$ cat config.mk
export PLATFORM = sky130hd
export DESIGN_NAME = gshare_pht_ctrl
export DESIGN_NICKNAME = d
export VERILOG_FILES = /design/src/rtl/gshare_pkg.sv /design/src/rtl/gshare_sat_ctr.sv /design/src/rtl/gshare_pht_ctrl.sv
export SDC_FILE = /design/constraint.sdc
export NUM_CORES = 1
export LEC_CHECK = 0
export BUFFER_PORTS_ARGS = -buffer_cell sky130_fd_sc_hd__buf_2
export CORE_ASPECT_RATIO = 0.8
export CORE_MARGIN = 2
export CORE_UTILIZATION = 54
export CTS_BUF_LIST = sky130_fd_sc_hd__clkbuf_4 sky130_fd_sc_hd__clkbuf_8
export CTS_CLUSTER_SIZE = 8
export DETAILED_ROUTE_END_ITERATION = 7
export PLACE_DENSITY = 0.84
export SYNTH_ARGS = -nofsm -noshare
export SYNTH_HDL_FRONTEND = slang
export SYNTH_HIERARCHICAL = 1
export SYNTH_SLANG_ARGS = --single-unit
$ cat constraint.sdc
create_clock -name clk -period 2.6 [get_ports clk]
set_input_delay 0.39 -clock clk [delete_from_list [all_inputs] [get_ports clk]]
set_output_delay 0.39 -clock clk [all_outputs]
set_load 0.01 [all_outputs]
$ cat src/rtl/gshare_pkg.sv
// Shared constants and enums for the gshare pattern history table controller.
package gshare_pkg;

    localparam int         PHT_INDEX_WIDTH = 8;
    localparam logic [1:0] PHT_INIT_VAL    = 2'b01;

    // 2-bit saturating direction counter; the MSB is the predicted direction
    typedef enum logic [1:0] {
        SNT = 2'b00,
        WNT = 2'b01,
        WT  = 2'b10,
        ST  = 2'b11
    } ctr_e;

    typedef enum logic [1:0] {
        INIT,
        IDLE,
        UPD_WR
    } state_e;

endpackage

$ cat src/rtl/gshare_sat_ctr.sv
// Combinational 2-bit saturating counter step toward the resolved direction.
module gshare_sat_ctr
    import gshare_pkg::*;
(
    input  logic [1:0] ctr_in,
    input  logic       taken,
    output logic [1:0] ctr_out
);

    always_comb begin
        ctr_out = ctr_in;
        case (ctr_e'(ctr_in))
            SNT:     ctr_out = taken ? WNT : SNT;
            WNT:     ctr_out = taken ? WT  : SNT;
            WT:      ctr_out = taken ? ST  : WNT;
            ST:      ctr_out = taken ? ST  : WT;
            default: ctr_out = ctr_in;
        endcase
    end

endmodule

$ cat src/rtl/gshare_pht_ctrl.sv
// Gshare PHT controller: clears the SRAM after reset, then arbitrates fetch
// predicts and commit-time read-modify-write updates onto the single RW port.
module gshare_pht_ctrl
    import gshare_pkg::*;
#(
    parameter int         INDEX_WIDTH  = PHT_INDEX_WIDTH,
    parameter int         PC_LSB       = 2,
    parameter int         STARVE_LIMIT = 4,
    parameter logic [1:0] INIT_VAL     = PHT_INIT_VAL
) (
    input  logic                   clk,
    input  logic                   rst_n,
    input  logic                   pred_valid,
    input  logic [31:0]            pred_pc,
    output logic                   pred_ready,
    output logic                   pred_resp_valid,
    output logic                   pred_taken,
    output logic [INDEX_WIDTH-1:0] pred_resp_index,
    input  logic                   upd_valid,
    input  logic [INDEX_WIDTH-1:0] upd_index,
    input  logic                   upd_taken,
    output logic                   upd_ready,
    output logic [INDEX_WIDTH-1:0] ghr,
    output logic                   init_done,
    output logic                   sram_csb,
    output logic                   sram_web,
    output logic [INDEX_WIDTH-1:0] sram_addr,
    output logic [1:0]             sram_din,
    input  logic [1:0]             sram_dout
);

    localparam int STARVE_W = $clog2(STARVE_LIMIT + 1);

    state_e                 state;
    state_e                 next_state;
    logic [INDEX_WIDTH-1:0] init_cnt;
    logic [STARVE_W-1:0]    starve_cnt;
    logic [INDEX_WIDTH-1:0] upd_idx_q;
    logic                   upd_taken_q;
    logic [INDEX_WIDTH-1:0] pred_idx;
    logic [1:0]             ctr_next;
    logic                   upd_win;
    logic                   pred_win;
    logic                   unused_pc_bits;

    assign unused_pc_bits = ^pred_pc;
    assign pred_idx       = pred_pc[PC_LSB +: INDEX_WIDTH] ^ ghr;

    // An update only beats a concurrent predict once it has lost STARVE_LIMIT times in a row
    assign upd_win  = (state == IDLE) && upd_valid &&
                      (!pred_valid || (starve_cnt == STARVE_W'(STARVE_LIMIT)));
    assign pred_win = (state == IDLE) && pred_valid && !upd_win;

    assign pred_taken = pred_resp_valid & sram_dout[1];

    gshare_sat_ctr u_sat_ctr (
        .ctr_in  (sram_dout),
        .taken   (upd_taken_q),
        .ctr_out (ctr_next)
    );

    always_comb begin
        next_state = state;
        sram_csb   = 1'b1;
        sram_web   = 1'b1;
        sram_addr  = '0;
        sram_din   = '0;
        pred_ready = 1'b0;
        upd_ready  = 1'b0;
        case (state)
            INIT: begin
                sram_csb  = 1'b0;
                sram_web  = 1'b0;
                sram_addr = init_cnt;
                sram_din  = INIT_VAL;
                if (init_cnt == '1) next_state = IDLE;
            end
            IDLE: begin
                if (upd_win) begin
                    upd_ready  = 1'b1;
                    sram_csb   = 1'b0;
                    sram_addr  = upd_index;
                    next_state = UPD_WR;
                end else if (pred_win) begin
                    pred_ready = 1'b1;
                    sram_csb   = 1'b0;
                    sram_addr  = pred_idx;
                end
            end
            UPD_WR: begin
                sram_csb   = 1'b0;
                sram_web   = 1'b0;
                sram_addr  = upd_idx_q;
                sram_din   = ctr_next;
                next_state = IDLE;
            end
            default: next_state = INIT;
        endcase
        // The state register already reads INIT in reset, so the port must be muted explicitly
        if (!rst_n) begin
            sram_csb   = 1'b1;
            pred_ready = 1'b0;
            upd_ready  = 1'b0;
        end
    end

    always_ff @(posedge clk or negedge rst_n) begin
        if (!rst_n) begin
            state           <= INIT;
            init_cnt        <= '0;
            ghr             <= '0;
            init_done       <= 1'b0;
            pred_resp_valid <= 1'b0;
            pred_resp_index <= '0;
            starve_cnt      <= '0;
            upd_idx_q       <= '0;
            upd_taken_q     <= 1'b0;
        end else begin
            state           <= next_state;
            pred_resp_valid <= pred_ready;
            if (pred_ready) pred_resp_index <= pred_idx;
            if (state == INIT) begin
                init_cnt <= init_cnt + INDEX_WIDTH'(1);
                if (init_cnt == '1) init_done <= 1'b1;
            end
            if (upd_ready) begin
                ghr         <= {ghr[INDEX_WIDTH-2:0], upd_taken};
                upd_idx_q   <= upd_index;
                upd_taken_q <= upd_taken;
                starve_cnt  <= '0;
            end else if ((state == IDLE) && upd_valid && (starve_cnt < STARVE_W'(STARVE_LIMIT))) begin
                starve_cnt <= starve_cnt + STARVE_W'(1);
            end
        end
    end

endmodule

Word-level counts from Yosys, hierarchy flattened
Cells that the tools add are included.
{ "classes": {"muxes": 26, "eq_ne": 9, "bitwise_logic": 2, "addsub": 2, "n_reduce_logical": 14, "n_lt_le_gt_ge": 1} }
{ "ops": {"columns": ["op", "count"], "rows": [
  ["$pmux 8 s3", 1],
  ["$mux 8", 2],
  ["$mux 1", 13],
  ["$add 8x1->8 const B", 1],
  ["$eq 8x8->1 const B", 1],
  ["$mux 2", 4],
  ["$pmux 2 s4", 1],
  ["$xor 8x8->8", 1],
  ["$eq 2x2->1 const B", 3],
  ["$mux 3", 2],
  ["$pmux 2 s3", 1],
  ["$logic_and 1x1->1", 5],
  ["$eq 2x1->1 const B", 2],
  ["$logic_not 2->1", 2],
  ["$ne 2x2->1 const B", 2],
  ["$pmux 2 s2", 1],
  ["$reduce_and 2->1", 2],
  ["$add 3x1->3 const B", 1],
  ["$eq 3x3->1 const B", 1],
  ["$lt 3x3->1 const B", 1],
  ["$logic_not 1->1", 2],
  ["$pmux 1 s2", 1],
  ["$reduce_bool 2->1", 1],
  ["$reduce_or 2->1", 1],
  ["2 further kinds", 2]
]} }
{ "totals": {"regBits": 40, "wordCells": 63} }

Logic depth before layout (Yosys ltp)
Gate-level depths: netlist (run 1).
{ "logic_depth": {"word_depth": 9, "mapped_depth": 7, "ltp_nobuf": 6} }

By module
The synthesis (run 1) kept the hierarchy.
{ "modules_own_cells": {"columns": ["module", "seq_area_each_um2", "cells_each", "area_per_inst_um2", "n_inst"], "rows": [
  ["gshare_pht_ctrl", 975.9, 156, 1975.6, 1],
  ["gshare_sat_ctr", 0.0, 3, 26.3, 1]
]} }

Worst setup path before layout (run 1)
OpenSTA, ideal clock, no wires.
{ "synth_path": {"path_kind": "register -> output", "startpoint": "register starve_cnt[0]", "endpoint": "output port sram_addr[0]", "slack_ns": 0.734, "arrival_ns": 1.476, "required_time_ns": 2.210, "path_stages_with_launch": 7, "path_cell_list": "dfrtp_1 > inv_1 > ha_1 > a21bo_2 > and2_1 > buf_6 > a221o_1"} }
{ "synth_via": {"elab_chain_cells": 8} }
{ "synth_rtl": {"columns": ["element", "line_no", "source"], "rows": [
  ["start, declared", "gshare_pht_ctrl.sv:37", "logic [STARVE_W-1:0] starve_cnt;"],
  ["start signal, assigned", "gshare_pht_ctrl.sv:132", "starve_cnt <= starve_cnt + STARVE_W'(1);"],
  ["$eq 3x3->1 (*)", "gshare_pht_ctrl.sv:51", "(!pred_valid || (starve_cnt == STARVE_W'(STARVE_LIMIT)));"],
  ["$logic_or 1x1->1 (*)", "gshare_pht_ctrl.sv:51", null],
  ["$logic_and 1x1->1 (*)", "gshare_pht_ctrl.sv:50", "assign upd_win = (state == IDLE) && upd_valid &&"],
  ["$logic_not 1->1", "gshare_pht_ctrl.sv:52", "assign pred_win = (state == IDLE) && pred_valid && !upd_win;"],
  ["$logic_and 1x1->1", "gshare_pht_ctrl.sv:52", null],
  ["$mux 8", "gshare_pht_ctrl.sv:84", "end else if (pred_win) begin"],
  ["$mux 8 (*)", "gshare_pht_ctrl.sv:79", "if (upd_win) begin"],
  ["$pmux 8 s3 (*)", "gshare_pht_ctrl.sv:70", "case (state)"],
  ["end, declared", "gshare_pht_ctrl.sv:27", "output logic [INDEX_WIDTH-1:0] sram_addr,"]
]} }
Every way passes the cells marked *; elsewhere a longest branch is shown, timed or not.

Worst setup path in the final report (run 1)
{ "layout_path": {"startpoint": "register starve_cnt[0]", "endpoint": "output port sram_addr[7]"} }
Same word-level chain as after synthesis.

==> metrics.txt, run 1 <==
outcome=completed; final routed wirelength across all metal layers=approximately 4000 um; number of port buffers=55; RSZ-0062 raised after global routing=no; buffer cell driving the clock tree root=clkbuf_8; Critical Path, Cell by Cell=inv_1, ha_1, a21bo_2, and2_1, a221o_1, buf_2; Total GRT Usage=21.36%; Reg2Reg Launch Point=starve_cnt[0]; final critical-path share of the clock period=roughly 93%; Die Area=~4200 um^2; DRC violation count after routing=0; data arrival time of the worst path=slightly above 2000 ps; flop and latch count out of synthesis=39; worst setup timing slack at the placement stage=501.2 ps; commonest non-fill, non-tap cells in the layout=buf_2 (55), dfrtp_1 (39), mux2_2 (14); peak per-stage delay on the critical path=~420 ps; leftover overflow at the end of global routing=0; DRC violation total after the first TritonRoute iteration=between 60 and 70; share of layout cells above drive strength 1=between 40% and 50%; clock skew after layout=about 1.8 ps; Clock transition at path regs=approximately 70 ps; Final ANT Viol Nets=0; leading cell type in the layout, fill and taps excluded=buf_2; cts hold-fix bufs=1; count of synthesis-stage warnings from yosys=6; first-pass detailed-route iteration total=4; antenna violations before repair=0; number of CTS-inserted buffers=5; power density relative to cell area=between 1000 and 1500 nW/um^2; top cell type's share of synthesized area=between 40% and 50%; final number of hold-violating endpoints=0; total standard cell area after synthesis=between 2000 and 2500 um^2; shortest period the worst path allows=roughly 2400 ps; first-pass GRT wire length=~6700 um; startpoint of the most critical hold path=upd_taken; Max stage delay cell, worst path=a221o_1; critical path startpoint=starve_cnt[0]; cts repair resizes=0; Clock Latency Late Sink=290 ps; post-DP HPWL=just under 3000 um; Worst setup SP type=flip-flop; I/O pin cnt=80; Max Freq=412.9 MHz; overall die width=about 72 um; Routed wire per std cell=between 15 and 20 um; placed standard-cell area=2270 um^2; Pleak=around 1.2 nW; largest driver fanout on the critical path=10; vias in the first global route=1,375; number of nets at the end of the flow=265; count of max-cap constraint violations=0; count of H-tree levels built during CTS=2; final RePlAce weighted congestion=about 0.81; total non-filler cell area in the finished layout=2369 um^2; synthesized netlist cell count=159; Worst VDD drop=about 730 uV; TritonCTS clock tree=done; buffers plus inverters on the worst setup path=2; clk sink count=39; post-route setup TNS=0 ps; fin worst setup slack=between 150 and 200 ps; number of pins with negative max-slew slack in the final report=0; Netlist cell types=35; Worst Setup End Kind=primary output; cell class contributing the biggest share of worst-path delay=compound AO/OA/AOI/OAI gates; die height=slightly below 60 um; deepest clock path buffer count=2; antenna diode instance count=0; pin slew with the least headroom to its limit=between 500 and 600 ps; Post-Synthesis Net Count=approximately 210; row count=19; Core Footprint=approximately 3500 um^2; layout overhead on the synthesized area=18.31%; vias per std cell=~5.4; total power draw=~2.5 mW; post-CTS setup-driven buffer insertion count=0; worst-case headroom to the max-slew limit=between 60% and 70%; syn_area_per_cell=12.59 um^2; register area share after synthesis=48.75%; type of the worst setup path=reg2out; Synth area leader=dfrtp_1; Final setup violation count=0; vias=~1,400; kind of path behind the tightest hold check=in2reg; initial core utilization=between 50% and 60%; Data required, critical path=around 2200 ps; synth top area cells=dfrtp_1 (49%), mux2_2 (7.9%), mux2i_1 (4.5%); maximum number of pins on one net before global-route repair=37; final cell utilization of the core=between 60% and 70%
area by class of cell:
cell class                      count  area, um^2
Fill cell                         273        1126
Sequential cell                    39       975.9
Multi-Input combinational cell    105       922.1
Timing Repair Buffer               59       307.8
Clock buffer                        7       83.83
Tap cell                           42       52.55
Inverter                            5       21.27
Clock inverter                      1       5.005
cells by family after synthesis:
family          count (synthesis)  share of synthesized area (%)
compound gates                 15                          6.438
buf+inv                        15                          5.188
fa+ha+maj                       5                          3.000
simple gates                   35                          9.938
xor+xnor                       16                          7.000
flops                          39                          48.75
mux                            34                          19.69
sequential cells by signal, summed over array words and instances (netlist names):
| signal | flops |
|---|---|
| ghr | 8 |
| init_cnt | 8 |
| init_done | 1 |
| pred_resp_index | 8 |
| pred_resp_valid | 1 |
| starve_cnt | 3 |
| state | 2 |
| upd_idx_q | 8 |
metal layers:
layer / global-route usage, % / wire (um) / share of wire [%] / vias up
met5: 0 / 0 / 0 / -
met4: 9.704 / 74 / 1.8 / 0
met3: 4.623 / 186 / 4.6 / 7
met2: 32.90 / 1828 / 45 / 43
met1: 29.33 / 1950 / 48 / 677
li1: - / - / - / 675
final timing paths:
check / end / slack, ps / cells past startpoint
setup reg to reg: pred_resp_index[3] / 850 / 5
hold / removal: ghr[0] / 320 / 2
hold reg to reg: init_done / 470 / 1
min in group asynchronous: starve_cnt[2] / 450 / 2
setup / recovery: sram_addr[7] / 180 / 6
max in group asynchronous: init_cnt[1] / 1480 / 3
Yosys cell counts:
cell / instances
and3b_1: 3
nand3_2: 1
and2_1: 3
nand2b_1: 1
buf_2: 2
a21oi_1: 2
buf_6: 3
a21bo_2: 1
maj3_2: 2
clkbuf_1: 3
inv_1: 4
buf_12: 1
mux2i_1: 9
dfrtp_1: 39
xor2_1: 10
xnor2_1: 6
ha_1: 3
nand2_1: 4
mux2_1: 5
buf_4: 1
inv_4: 1
nand3_1: 3
nand4_1: 2
a31o_2: 1
o21ai_0: 1
nor4_1: 1
mux2_2: 14
and4bb_2: 2
and3_1: 1
a221o_1: 8
mux2_4: 6
nor2_1: 13
o22ai_1: 1
a41oi_1: 1
and4_1: 1
metrics by stage:
stage / hold slack [ps] / std cells
detailed placement: 236.0 / 249
floorplan: 94.41 / 159
CTS: 321.6 / 258
global route: 332.9 / 258
global placement: 238.6 / 249
finish: 323.6 / 258
power breakdown:
| part | switching [mW] | internal, mW | total, mW |
|---|---|---|---|
| Clock | 0.204 | 0.209 | 0.413 |
| Combinational | 0.506 | 0.542 | 1.05 |
| Sequential | 0.205 | 0.854 | 1.06 |
| Total | 0.915 | 1.60 | 2.52 |
Power figures use the tool's default switching activity.
==> run 2, diff against run 1 <==
CORE_UTILIZATION = 34   (was 54)
PLACE_DENSITY = 0.55   (was 0.84)
SYNTH_HIERARCHICAL = unset   (was 1)
==> metrics.txt, run 2 <==
outcome=completed; met3 demand-to-capacity share in global routing=around 3.9%; syn_area_per_cell=12.60 um^2; flop and latch count out of synthesis=39; top cells by count, synth=dfrtp_1 (39), mux2_4 (14), nor2_1 (13); I/O pin cnt=80; EDFF count, synth=0; peak per-stage delay on the critical path=between 500 and 600 ps; DRC violation count after routing=0; leading cell type in the layout, fill and taps excluded=buf_2; overall die width=between 90 and 100 um; Pleak=about 1.2 nW; synthesized netlist cell count=approximately 160; r2r worst-path depth=6; final hold slack=around 330 ps; met1 GRT Util=about a fifth; leftover overflow at the end of global routing=0; share of layout cells above drive strength 1=44.09%; vias per std cell=4.724; Post-Synthesis Net Count=212; clock skew after layout=approximately 10 ps; Total GRT Usage=between 10% and 20%; total standard cell area after synthesis=between 2000 and 2500 um^2; Core Footprint=roughly 5800 um^2; count of H-tree levels built during CTS=2; met2 track demand over resource in global routing=about 20%; number of nets at the end of the flow=about 270; Final setup violation count=0; commonest non-fill, non-tap cells in the layout=buf_2 (55), dfrtp_1 (39), mux2_4 (14); total non-filler cell area in the finished layout=approximately 2500 um^2; Routed wire per std cell=around 15 um; final critical-path share of the clock period=between 80 and 90%; layout overhead on the synthesized area=21.94%; cts hold-fix bufs=1; Netlist cell types=35; data arrival time of the worst path=1910 ps; Max stage delay cell, worst path=dlygate4sd3_1; RSZ-0062 raised after global routing=no; TritonCTS clock tree=done; buffers plus inverters on the worst setup path=3; vias in the first global route=between 1,000 and 1,500; cell count of the worst hold path=2; Max Freq=approximately 440 MHz; die height=around 73 um; kind of path behind the tightest hold check=in2reg; Final ANT Viol Nets=0; count of max-cap constraint violations=0; final RePlAce weighted congestion=around 0.76; clk sink count=39; cell class contributing the biggest share of worst-path delay=buffers and inverters; cts repair resizes=0; Stages on worst setup path=4; shortest period the worst path allows=2298 ps; number of pins with negative max-slew slack in the final report=0; share of synthesized registers carrying an async set or reset=between 90% and 100%; register area share after synthesis=a little under half; top cell type's share of synthesized area=47.79%; row count=25; Clock Latency Late Sink=approximately 290 ps; first-pass GRT wire length=about 7300 um; Die Area=between 6000 and 7000 um^2; sequential cell area=about 1000 um^2; post-route setup TNS=0 ps; buffer cell driving the clock tree root=clkbuf_8; antenna diode instance count=0; final routed wirelength across all metal layers=between 4000 and 5000 um; number of CTS-inserted buffers=5; synth top area cells=dfrtp_1 (48%), mux2_4 (10%), mux2_2 (6.1%); Critical Path, Cell by Cell=dlygate4sd3_1, buf_2, and3_1, buf_2; post-CTS setup-driven buffer insertion count=0; most frequent cell after synthesis=dfrtp_1; post-DP HPWL=roughly 3200 um; Worst setup SP type=input pin; worst-case headroom to the max-slew limit=between 60% and 70%; type of the worst setup path=in2out; global-route layer with the greatest usage=met1; DRC violation total after the first TritonRoute iteration=between 60 and 70; number of port buffers=55; deepest clock path buffer count=2; largest driver fanout on the critical path=9; Synth area leader=dfrtp_1; cell repeated most along the worst path=buf_2; Data required, critical path=about 2200 ps; count of synthesis-stage warnings from yosys=0; area of the multi-input gates=963.4 um^2; vias=between 1,000 and 1,500; first-pass detailed-route iteration total=4; Worst VDD drop=450.1 uV; Worst Setup End Kind=primary output; placed standard-cell area=about 2400 um^2; most common flop cell mapped by yosys=dfrtp_1; maximum number of pins on one net before global-route repair=35; Clock transition at path regs=roughly 80 ps; initial core utilization=34.91%; final number of hold-violating endpoints=0; power density relative to cell area=1078 nW/um^2; pin slew with the least headroom to its limit=around 460 ps; antenna violations before repair=0; FILL cells=588
## run 2: power by group
part | leakage (nW) | switching, mW | internal [mW]
clock network | 0.0581 | 0.223 | 0.286
registers | 0.491 | 0.233 | 0.853
logic | 0.685 | 0.495 | 0.594
## run 2: logic make-up (layout without fill, tap and decap cells)
logic type               count (synthesis)  count (layout)  synth area share (%)
AND/OR/NAND/NOR                         37              37                 10.54
flip-flops                              39              39                 47.79
AO/OA/AOI/OAI                           17              17                 6.679
multiplexers                            34              34                 20.77
XOR/XNOR                                16              16                 6.863
adder cells (fa/ha/maj)                  4               4                 2.329
buffers and inverters                   15              73                 5.024
## run 2: worst register-to-register path, stage by stage (launching register included)
cell and delay [ps]:
dfrtp_1 390, inv_1 60, ha_1 210, nand3_1 90, and3_1 450, buf_4 250, mux2_4 310
## run 2: layer usage
layer  wire, um  up-vias  part of all wire (%)
met5          0        -                     0
met2       1785       40                    40
li1           -      690                     -
met3        249        2                   5.6
met4         12        0                  0.27
met1       2413      690                    54
## run 2: through the flow
stage                     utilization, %  total power [mW]  instances  setup WS, ps
after CTS                          42.57             2.712        301         270.6
after detailed placement           40.47             2.192        292         624.3
final                              42.57             2.684        301         301.9
after global routing               42.57             2.887        301         197.1
after floorplan                        -             1.841        162         725.3
after global placement             40.47             2.180        292         638.8
## run 2: path summary, 6_finish.rpt
path | start | end | slack (ps)
min reg2reg | init_done | init_done | 480
min in group asynchronous | rst_n | upd_idx_q[1] | 530
min | upd_taken | ghr[0] | 330
max reg2reg | starve_cnt[0] | pred_resp_index[6] | 750
max in group asynchronous | rst_n | init_cnt[1] | 1380
max | rst_n | pred_ready | 300
## run 2: layout make-up
class / instances / share of cell area [%]
clock buffers: 5 / 2.764
clock inverters: 3 / 1.759
inverters: 5 / 0.8543
multi-input cells: 108 / 38.69
flip-flops and latches: 39 / 39.20
well taps: 81 / 4.070
repair buffers: 60 / 12.66
